--- src/rtl/countdown_scheduler.sv ---
// Round-robin scheduler that lends one shared down-counter to N_REQ requesters.
// Each grant loads the winner's count, ticks down on en, and pulses done to the owner at zero.
module countdown_scheduler #(
    parameter int N_REQ = 4,
    parameter int CNT_W = 8
) (
    input  logic                   clk,
    input  logic                   reset,
    input  logic [N_REQ-1:0]       req,
    input  logic [N_REQ*CNT_W-1:0] load_val,
    input  logic                   en,
    output logic [N_REQ-1:0]       grant,
    output logic                   busy,
    output logic [CNT_W-1:0]       cnt_out,
    output logic [N_REQ-1:0]       done,
    output logic [1:0]             dbg_state
);

    localparam int IW = (N_REQ > 1) ? $clog2(N_REQ) : 1;

    typedef enum logic [1:0] {S_IDLE, S_LOAD, S_COUNT, S_DONE} state_t;

    state_t          state, state_nxt;
    logic [IW-1:0]   owner, ptr, win, owner_inc, idx_w;
    logic [CNT_W-1:0] cnt;
    logic            any_req, owner_req, abort, found;
    int              idx;

    // First requester at or after the pointer, wrapping modulo N_REQ.
    always_comb begin
        win   = ptr;
        found = 1'b0;
        idx   = 0;
        idx_w = '0;
        for (int i = 0; i < N_REQ; i++) begin
            idx   = (int'(ptr) + i) % N_REQ;
            idx_w = IW'(idx);
            if (!found && req[idx_w]) begin
                win   = idx_w;
                found = 1'b1;
            end
        end
    end

    assign any_req   = |req;
    assign owner_req = req[owner];
    assign owner_inc = (owner == IW'(N_REQ - 1)) ? '0 : owner + IW'(1);
    // Dropping the owner's request wins over a completion in the same cycle.
    assign abort     = ((state == S_LOAD) || (state == S_COUNT)) && !owner_req;

    always_ff @(posedge clk or negedge reset) begin
        if (!reset) state <= S_IDLE;
        else        state <= state_nxt;
    end

    always_comb begin
        state_nxt = state;
        case (state)
            S_IDLE:  if (any_req) state_nxt = S_LOAD;
            S_LOAD:  state_nxt = abort ? S_IDLE : S_COUNT;
            S_COUNT: begin
                if (abort)                    state_nxt = S_IDLE;
                else if (en && cnt == '0)     state_nxt = S_DONE;
            end
            S_DONE:  state_nxt = S_IDLE;
            default: state_nxt = S_IDLE;
        endcase
    end

    always_ff @(posedge clk or negedge reset) begin
        if (!reset) begin
            cnt   <= '1;
            owner <= '0;
            ptr   <= '0;
        end else begin
            if (state == S_IDLE && any_req) begin
                owner <= win;
                cnt   <= load_val[int'(win)*CNT_W +: CNT_W];
            end
            if (state == S_COUNT && !abort && en && cnt != '0)
                cnt <= cnt - CNT_W'(1);
            if (abort || state == S_DONE)
                ptr <= owner_inc;
        end
    end

    always_comb begin
        grant     = '0;
        done      = '0;
        busy      = 1'b0;
        dbg_state = state;
        if (state != S_IDLE) begin
            grant[owner] = 1'b1;
            busy         = 1'b1;
        end
        if (state == S_DONE) done[owner] = 1'b1;
    end

    assign cnt_out = cnt;

endmodule

--- config.mk ---
export PLATFORM = sky130hd
export DESIGN_NAME = countdown_scheduler
export DESIGN_NICKNAME = d
export VERILOG_FILES = /design/src/rtl/countdown_scheduler.sv
export SDC_FILE = /design/constraint.sdc
export NUM_CORES = 1
export LEC_CHECK = 0
export ABC_CLOCK_PERIOD_IN_PS = 3500
export BUFFER_PORTS_ARGS = -buffer_cell sky130_fd_sc_hd__buf_2
export CORE_MARGIN = 2
export CORE_UTILIZATION = 30
export DETAILED_ROUTE_END_ITERATION = 10
export PLACE_DENSITY = 0.62
export SETUP_SLACK_MARGIN = 0.02
export SLEW_MARGIN = 20
export SYNTH_ARGS = -nofsm -noshare
export SYNTH_HDL_FRONTEND = slang
export SYNTH_SLANG_ARGS = --single-unit
export TNS_END_PERCENT = 100
--- constraint.sdc ---
create_clock -name clk -period 3.5 [get_ports clk]
set_input_delay 0.175 -clock clk [delete_from_list [all_inputs] [get_ports clk]]
set_output_delay 0.175 -clock clk [all_outputs]
set_load 0.02 [all_outputs]
# Word-level counts from Yosys, hierarchy flattened
# Cells that the tools add are included.
# word_totals
regBits	14
latch_bits	0
ram_bits	0
rom_bits	0
input_bits	39
output_inout_bits	19
elab_cells	75
n_memories	0
# op_classes
addsub	5
n_mul	0
div_mod_pow	0
order_cmp	6
eq_ne	6
n_shift	1
n_mux	29
bitwise	0
reduce_logical	24
# op_table
op	count
indexed part select 32 x 6 -> 8 bit	1
two-way mux 2 bit	8
two-way mux 8 bit	2
less-than comparator 2 x 3 -> 1 bit, second input constant	5
binary-select mux 1 bit (select 2 bit)	5
logical AND 1 bit	10
two-way mux 1 bit	10
zero test 8 bit	1
two-way mux 4 bit	2
case mux 2 bit (4 select lines)	1
nonzero test 8 bit	1
subtractor 8 x 1 -> 8 bit, second input constant	1
equality test 2 bit, second input constant	3
zero test 1 bit	5
adder 2 x 1 -> 2 bit, second input constant	2
adder 2 bit, second input constant	2
nonzero test 2 bit	2
OR reduction 4 bit	1
!= test 3 x 2 -> 1 bit, second input constant	1
demux 1 bit (select 2 bit)	1
equality test 2 x 1 -> 1 bit, second input constant	1
>= comparator 2 x 1 -> 1 bit, second input constant	1
zero test 2 bit	1
logical OR 1 bit	2
other kinds (2)	2

# Logic depth before layout (Yosys ltp)
# Gate-level depths: netlist (run 1).
# logic_depth
ltp_word	15
ltp_mapped	9
depth_no_buf	8

# Worst setup path after synthesis (run 1)
# Ideal clock, no wire load.
# synth_path
kind	flip-flop to flip-flop
start	reg state[0], in the netlist dbg_state[0]
end	reg cnt[2], in the netlist cnt_out[2]
arrival_ns	1.817
t_required_ns	3.418
slack_ns	1.601
stages_incl_launch_ff	9
path_buffers	0
path_cell_list	dfrtp_1 -> inv_1 -> ha_1 -> inv_1 -> nor2_1 -> a31oi_4 -> o21bai_1 -> a21oi_1 -> o21ai_1
# synth_via
elab_chain_len	8
# synth_rtl
item	line	rtl
start: declaration	23	state_t state, state_nxt;
start signal: assignment	53	else state <= state_nxt;
equality test 2 x 1 -> 1 bit / equality test 2 bit (equally long branches)	49, 80	
logical OR 1 bit	49	assign abort = ((state == S_LOAD) || (state == S_COUNT)) && !owner_req;
logical AND 1 bit	49	
zero test 1 bit	80	if (state == S_COUNT && !abort && en && cnt != '0)
logical AND 1 bit (3 in series)	80	
two-way mux 8 bit / nonzero test 2 bit (equally long branches)	n/a	
end signal: assignment	78	cnt <= load_val[int'(win)*CNT_W +: CNT_W];
end signal: assignment	81	cnt <= cnt - CNT_W'(1);
end: declaration	25	logic [CNT_W-1:0] cnt;
# Several ways; a longest one is shown, not always the timed one.
# A chain may end at the register's enable or synchronous reset.

# Final worst setup path (run 1)
# layout_path
start	reg ptr[0]
end	reg cnt[1], in the netlist cnt_out[1]
# layout_via
elab_chain_len	15
# layout_rtl
item	line	rtl
start: declaration	24	logic [IW-1:0] owner, ptr, win, owner_inc, idx_w;
start signal: assignment	83	ptr <= owner_inc;
parallel branches: the longest is 11 deep, another holds adder 2 x 1 -> 2 bit	n/a	
two-way mux 2 bit (*)	38	if (!found && req[idx_w]) begin
indexed part select 32 x 6 -> 8 bit (*)	78	
two-way mux 8 bit (*)	76	if (state == S_IDLE && any_req) begin
two-way mux 8 bit (*)	80	
# Every way passes the cells marked *. The select of a mux whose other input is x is not followed.

==> results of run 1 <==
[worst paths after layout]
path / cells past startpoint / endpoint / slack (ns)
max: 6 / cnt_out[1]$_DFFE_PN1P_ / 1.44
min: 4 / cnt_out[6]$_DFFE_PN1P_ / 0.33
max reg2reg: 6 / cnt_out[1]$_DFFE_PN1P_ / 1.44
min reg2reg: 1 / ptr[0]$_DFFE_PN0P_ / 0.54
max in group asynchronous: 2 / cnt_out[0]$_DFFE_PN1P_ / 2.84
min in group asynchronous: 2 / owner[1]$_DFFE_PN0P_ / 0.36
[registers in the layout (all words and copies together) (netlist names)]
| register | count |
|---|---|
| cnt_out | 8 |
| ptr | 2 |
| dbg_state | 2 |
| owner | 2 |
[power groups by stage]
stage,clock (µW),combinational (µW),sequential (µW)
global placement,0,935,396
floorplan,0,667,451
finish,138,925,397
detailed placement,0,934,402
global route,150,1040,419
CTS,143,941,399
[cells by family after synthesis]
| kind of cell | after synthesis | synth area share (%) |
|---|---|---|
| adders and majority gates | 10 | 8.98 |
| DFF | 14 | 25.9 |
| muxes | 27 | 20.7 |
| buffers and inverters | 14 | 6.10 |
| AOI/OAI and AO/OA | 34 | 19.7 |
| and+or+nand+nor | 47 | 18.7 |
[timing repair]
item / CTS / global route
gates resized for setup: 0 / 0
endpoints found under the hold margin: 6 / 0
hold buffers: 1 / 0
[through the flow]
step           cells  power (µW)  hold WS (ns)  cell area [µm²]  setup slack (ns)
4_1_cts          256        1480         0.341             1750              1.40
3_5_place_dp     251        1340        0.0988             1700              1.42
6_report         256        1460         0.335             1750              1.44
3_3_place_gp     251        1330        0.0979             1700              1.42
2_1_floorplan    146        1120        -0.121             1390              1.60
5_1_grt          256        1610         0.355             1750              1.22
[critical path, stage by stage, from the launching register on]
cell       delay, ns
dfrtp_1         0.40
and2b_1         0.16
a2bb2oi_1       0.13
o221ai_2        0.66
mux2i_1         0.15
mux2_2          0.29
o221ai_1        0.16
[cell type report]
class,count,area share (%)
multi-input combinational,118,54.1
sequential,14,20.6
timing repair buffer,58,16.9
tap,52,3.71
clock buffer,4,2.57
inverter,10,2.14
[Yosys cell counts (2+ instances only)]
| cell type | instances |
|---|---|
| nand3_1 | 2 |
| mux2_2 | 5 |
| dfstp_2 | 8 |
| nor2_1 | 12 |
| and2_1 | 4 |
| a21oi_1 | 3 |
| o221ai_1 | 2 |
| ha_1 | 10 |
| o21ai_0 | 4 |
| mux2i_1 | 21 |
| nor2b_1 | 6 |
| nor4_1 | 2 |
| dfrtp_1 | 6 |
| nor3_1 | 4 |
| nand2b_1 | 2 |
| nand4_1 | 2 |
| or2_2 | 2 |
| buf_6 | 2 |
| o21ai_2 | 3 |
| o21a_1 | 7 |
| inv_1 | 10 |
| o31ai_1 | 6 |
| nand2_1 | 6 |
[metal layers]
layer  vias up  GRT usage [%]  part of all wire [%]
met5         -              0                     0
met4         0           3.77                   1.3
met3         5           2.22                   5.8
met2        37           18.1                    44
met1       553           17.2                    48
li1        648              -                     -
[layout by cell type, fill, tap and decap left out, types with 4 or more instances in the layout]
| cell type | count |
|---|---|
| nor2b_1 | 6 |
| dfstp_2 | 8 |
| o31ai_1 | 6 |
| dfrtp_1 | 6 |
| buf_2 | 57 |
| nand2_1 | 6 |
| o21ai_0 | 4 |
| mux2_2 | 5 |
| ha_1 | 10 |
| nor3_1 | 4 |
| inv_1 | 10 |
| and2_1 | 4 |
| o21a_1 | 7 |
| mux2i_1 | 21 |
| nor2_1 | 12 |
==> run metrics, run 1 <==
clock sinks=14; CTS Root Cell=clkbuf_8; Worst-Margin Slew=0.835 ns; via count=1243; antenna viol nets, final=0; Max Cap Viol=0; synth-to-layout area growth=25.7%; Slew Limit Fails=0; worst-path maximum fanout=11; Via density=4.86; minimum clock period=2.06 ns; critical path startpoint=ptr[0]$_DFFE_PN0P_; num ports=58; Core Util, Final=39.7%; Layout Skew=0.00645 ns; Clk pwr share=9.5%; Internal Power=776 µW; first-pass GRT wire length=4.97 mm; Yosys cell types=40; FP Rows=24; power per cell area=834 mW/mm²; largest net degree at the start of global routing=17; # setup viols final=0; Switching Share=46.8%; CTS tree=done; synthesized flop and latch total=14; Syn Area/Cell=9.55 µm²; sequential cell area=360 µm²; total track usage=12.0%; H-tree lvl count=1; starting DRC count in detailed routing=37; clk buf depth=2; GP Congestion=0.813; f_max=0.487 GHz; drt drc=0; Logic pwr share=63.3%; port buffer count=57; postcts setup bufs=0; area occupied by multi-input gates=948 µm²; Post-DP HPWL=2.40 mm; Slew headroom=44.3%; vias in the first global route=1088; CP Class=reg2reg; Worst Path Arrival=2.21 ns; core box area=0.00441 mm²; antenna violations before repair=0; crit start category=register; P_sw=684 µW; fill count=444; die span in x=72.2 µm; worst hold path class=in2reg; P_leak=0.000855 µW; Reg power frac=27.2%; starting density of the core=31.6%; asr flop ratio synth=100%; DR pass1 iterations=4; Seq/Total Area, Yosys=25.9%; status=completed; Post-Syn Area=0.00139 mm²; CP required=3.66 ns; layout cells sized above 1=41.7%; Net Count, Synth=195; Worst R2R Start=ptr[0]$_DFFE_PN0P_; Clk pin slew, worst setup/hold paths=0.06 ns; chip height=72.2 µm; fin nets=254; CTS Buf Count=3; Hold Crit Start=load_val[14]; most frequently used flop master after synthesis=dfstp_2; Fin. Hold Viols=0; Final period util=58.7%; RSZ-0062 raised after global routing=false; GRT overflow=0; VDD IR max=0.275 mV; Synth top area share=15.1%; Setup crit end kind=register; final wirelength=3.02 mm; YS warnings=0; WL per Instance=11.8 µm; Clock Latency Late Sink=0.25 ns; die area=0.00521 mm²; Area contributors post-synth=dfstp_2, mux2i_1, dfrtp_1, ha_1, mux2_2; Fin Setup TNS=0 ns; Post-synth EDFFs=0; largest area contributor in the netlist=dfstp_2; synthesized netlist cell count=146; antenna cell count=0
No activity file was read; power rests on OpenSTA's default activity.
==> inputs of run 2 (changes only) <==
--- a/config.mk
+++ b/config.mk
@@ -5,7 +5,8 @@
 export SDC_FILE = /design/constraint.sdc
 export NUM_CORES = 1
 export LEC_CHECK = 0
-export ABC_CLOCK_PERIOD_IN_PS = 3500
+export ABC_AREA = 1
+export ABC_CLOCK_PERIOD_IN_PS = 1700
 export BUFFER_PORTS_ARGS = -buffer_cell sky130_fd_sc_hd__buf_2
 export CORE_MARGIN = 2
 export CORE_UTILIZATION = 30
==> constraint.sdc (replaced) <==
create_clock -name clk -period 1.7 [get_ports clk]
set_input_delay 0.085 -clock clk [delete_from_list [all_inputs] [get_ports clk]]
set_output_delay 0.085 -clock clk [all_outputs]
set_load 0.02 [all_outputs]
==> run 2 against run 1 <==
The run now ends with negative setup slack left. Routed wire length increased by 75%. Worst hold slack got worse by 0.14 ns. Clock skew decreased by 0.0028 ns. Combinational power increased to 5.8 times the previous value. Critical path depth increased by 8. Via count increased by 66%. Critical endpoint is now cnt_out[7]$_DFFE_PN1P_. Largest power group unchanged. Highest routed layer unchanged.
==> run metrics, run 2 <==
FP Rows=27 (was 24); cell area after layout=0.00276 mm² (was 0.00175 mm²); drt drc=0 (unchanged); synthesized flop and latch total=14 (unchanged); GP Congestion=0.872 (was 0.813); Logic pwr share=83.8% (was 63.3%); Worst Path Arrival=2.08 ns (was 2.21 ns); chip height=80.0 µm (was 72.2 µm); Top Usage Layer GRT=met2 (unchanged); Top delay family on crit path=simple AND/OR/NAND/NOR gates (was compound AO/OA/AOI/OAI gates); met2 Usage GRT=26.8% (was 18.1%); via count=2065 (was 1243); simple logic cell fraction of the synthesized area=51.2% (was 18.7%); VDD IR max=1.11 mV (was 0.275 mV); pre-CTS setup slack=-0.220 ns (was 1.42 ns); num ports=58 (unchanged); most frequently used flop master after synthesis=dfstp_2 (unchanged); total track usage=16.4% (was 12.0%); GRT overflow=0 (unchanged); P_leak=0.00153 µW (was 0.000855 µW); Clock Latency Late Sink=0.25 ns (about the same); WL per Instance=11.8 µm (about the same); DR pass1 iterations=5 (was 4); max reg flops=8 (unchanged); port buffer count=57 (unchanged); Synth top area share=17.1% (was 15.1%); slowest CP cell=dfrtp_2 (was o221ai_2); clk buf depth=2 (unchanged); clock sinks=14 (unchanged); Slew Limit Fails=0 (unchanged); Clk pwr share=4.6% (was 9.5%); starting DRC count in detailed routing=82 (was 37); H-tree lvl count=1 (unchanged); Seq/Total Area, Yosys=20.8% (was 25.9%); f_max=0.531 GHz (was 0.487 GHz); worst-path maximum fanout=8 (was 11); largest area contributor in the netlist=nand2_1 (was dfstp_2); antenna violations before repair=0 (unchanged); power per cell area=2330 mW/mm² (was 834 mW/mm²); Via density=4.63 (was 4.86); dpl cells=425 (was 251); most common cell after layout, fill and taps aside=nand2_1 (was buf_2); commonest cells in the netlist=nand2_1, nand3_1, inv_1 (was mux2i_1, nor2_1, ha_1, inv_1, dfstp_2); Internal Power=3120 µW (was 776 µW); crit start category=register (unchanged); non-filler cells, final=446 (was 256); met3 usage=1.70% (was 2.22%); vias in the first global route=1906 (was 1088); largest family of logic cells by synthesized area=simple AND/OR/NAND/NOR gates (was multiplexers); Post-DP HPWL=3.88 mm (was 2.40 mm); CTS Root Cell=clkbuf_8 (unchanged); status=finished, violations left (was completed); first-pass GRT wire length=8.53 mm (was 4.97 mm); worst stage delay on the critical path=0.44 ns (was 0.66 ns); minimum clock period=1.88 ns (was 2.06 ns); most frequent cells in the layout=nand2_1, buf_2, inv_1 (was buf_2, mux2i_1, nor2_1); worst hold path class=in2reg (unchanged); Final period util=111% (was 58.7%); Post-Syn Area=0.00173 mm² (was 0.00139 mm²); Area contributors post-synth=nand2_1, nand3_1, dfstp_2, dfrtp_1, inv_1 (was dfstp_2, mux2i_1, dfrtp_1, ha_1, mux2_2); synthesized netlist cell count=271 (was 146); Synth Area in Compound Gates=6.43% (was 19.7%); Fin. Hold Viols=0 (unchanged); antenna viol nets, final=0 (unchanged); Switching Share=51.4% (was 46.8%); YS warnings=0 (unchanged); fill count=562 (was 444); final wirelength=5.27 mm (was 3.02 mm); XOR/XNOR Fraction of Synth Area=2.02% (was 0%); largest net degree at the start of global routing=15 (was 17); # setup viols final=10 (was 0); die area=0.00640 mm² (was 0.00521 mm²); crit-path cells=buf_6 > nand2_2 > nand2_2 > nand2_4 > nand2_8 > nor2_8 > nand2_8 > nor2_4 > buf_4 > a21oi_4 > buf_12 > nand2_1 > nand3_2 > a21oi_2 (was and2b_1 > a2bb2oi_1 > o221ai_2 > mux2i_1 > mux2_2 > o221ai_1); RSZ-0062 raised after global routing=true (was false); Final WS setup=-0.184 ns (was 1.44 ns); CP Class=reg2reg (unchanged); CP required=1.89 ns (was 3.66 ns); failing checks=negative setup slack; synth-to-layout area growth=59.3% (was 25.7%); asr flop ratio synth=100% (unchanged); Max Cap Viol=0 (unchanged); CTS Buf Count=3 (unchanged); Slew headroom=72.4% (was 44.3%); Syn Area/Cell=6.39 µm² (was 9.55 µm²); Tot Pwr=6430 µW (was 1460 µW); starting density of the core=31.3% (was 31.6%); Reg power frac=11.6% (was 27.2%); Placed Area=0.00232 mm² (was 0.00170 mm²); Yosys cell types=32 (was 40); Synth Area in Adders=7.23% (was 8.98%); CTS tree=done (unchanged); most frequent cell after synthesis=nand2_1 (was mux2i_1); Clk pin slew, worst setup/hold paths=0.06 ns (about the same); Critical path buffers and inverters=3 (was 0); layout cells sized above 1=48.4% (was 41.7%); Post-synth EDFFs=0 (unchanged); Net Count, Synth=320 (was 195); Worst-Margin Slew=0.410 ns (was 0.835 ns); die span in x=80.0 µm (was 72.2 µm); fin nets=424 (was 254); post-synthesis mux area share=0% (was 20.7%); Setup crit end kind=register (unchanged); Layout Skew=0.00363 ns (was 0.00645 ns); met1 Use GR=23.3% (was 17.2%); antenna cell count=0 (unchanged); core box area=0.00554 mm² (was 0.00441 mm²); P_sw=3310 µW (was 684 µW)
## run 2: cell type report
class | count | area (µm²) | share of cell area (%)
Inverter | 41 | 161 | 5.85
Multi-Input combinational cell | 213 | 1380 | 50.1
Sequential cell | 14 | 365 | 13.2
Timing Repair Buffer | 102 | 714 | 25.9
Clock buffer | 4 | 45.0 | 1.63
Tap cell | 72 | 90.1 | 3.27
## run 2: cells by family (layout without fill, tap and decap cells)
kind of cell             after synthesis  in the layout
AND/OR/NAND/NOR                      177            179
flip-flops                            14             14
buffers and inverters                 46            147
XOR/XNOR                               4              4
AO/OA/AOI/OAI                         20             20
adder cells (fa/ha/maj)               10             10
## run 2: layer usage
layer,wire length (µm),share of wire (%),vias to the layer above
met1,2510,48,936
li1,-,-,1069
met4,52,0.99,0
met3,223,4.2,5
met5,0,0,-
met2,2490,47,55
## run 2: final timing paths
kind / startpoint / end / slack [ns] / cells past startpoint
min: load_val[18] / cnt_out[2]$_DFFE_PN1P_ / 0.20 / 5
min in group asynchronous: reset / dbg_state[1]$_DFFE_PN0P_ / 0.27 / 2
max: ptr[0]$_DFFE_PN0P_ / cnt_out[7]$_DFFE_PN1P_ / -0.18 / 14
min reg2reg: cnt_out[0]$_DFFE_PN1P_ / cnt_out[0]$_DFFE_PN1P_ / 0.51 / 2
max in group asynchronous: reset / cnt_out[5]$_DFFE_PN1P_ / 1.12 / 2
max reg2reg: ptr[0]$_DFFE_PN0P_ / cnt_out[7]$_DFFE_PN1P_ / -0.18 / 14
## run 2: stage by stage
step	setup TNS [ns]	util, %	hold WS (ns)
global placement	-1.20	41.8	0.00902
detailed placement	-1.62	41.8	0.0106
CTS	-1.48	46.7	0.190
global route	-2.64	49.8	0.211
finish	-1.45	49.8	0.197
floorplan	0	-	-0.211
## run 2: worst reg2reg max path, cell delays in order (launching register included)
cell     delay [ns]
dfrtp_2        0.44
buf_6          0.16
nand2_2        0.07
nand2_2        0.07
nand2_4        0.09
nand2_8        0.07
nor2_8         0.16
nand2_8        0.09
nor2_4         0.10
buf_4          0.12
a21oi_4        0.03
buf_12         0.14
nand2_1        0.07
nand3_2        0.08
a21oi_2        0.13
## run 2: repair_timing
action | 4_1_cts | 5_1_grt
hold endpoints to repair | 6 | 0
gates cloned | 2 | 0
setup endpoints to repair | 10 | 10
setup buffers | 7 | 7
hold buffers | 1 | 0
pin swaps | 18 | 19
resized for setup | 34 | 23
## run 2: power groups by stage
| stage | logic [µW] | clock network [µW] | registers (µW) |
|---|---|---|---|
| finish | 5390 | 298 | 746 |
| global route | 5900 | 316 | 773 |
| CTS | 4860 | 299 | 741 |
| detailed placement | 4190 | 0 | 731 |
| global placement | 4130 | 0 | 730 |
| floorplan | 2740 | 0 | 911 |
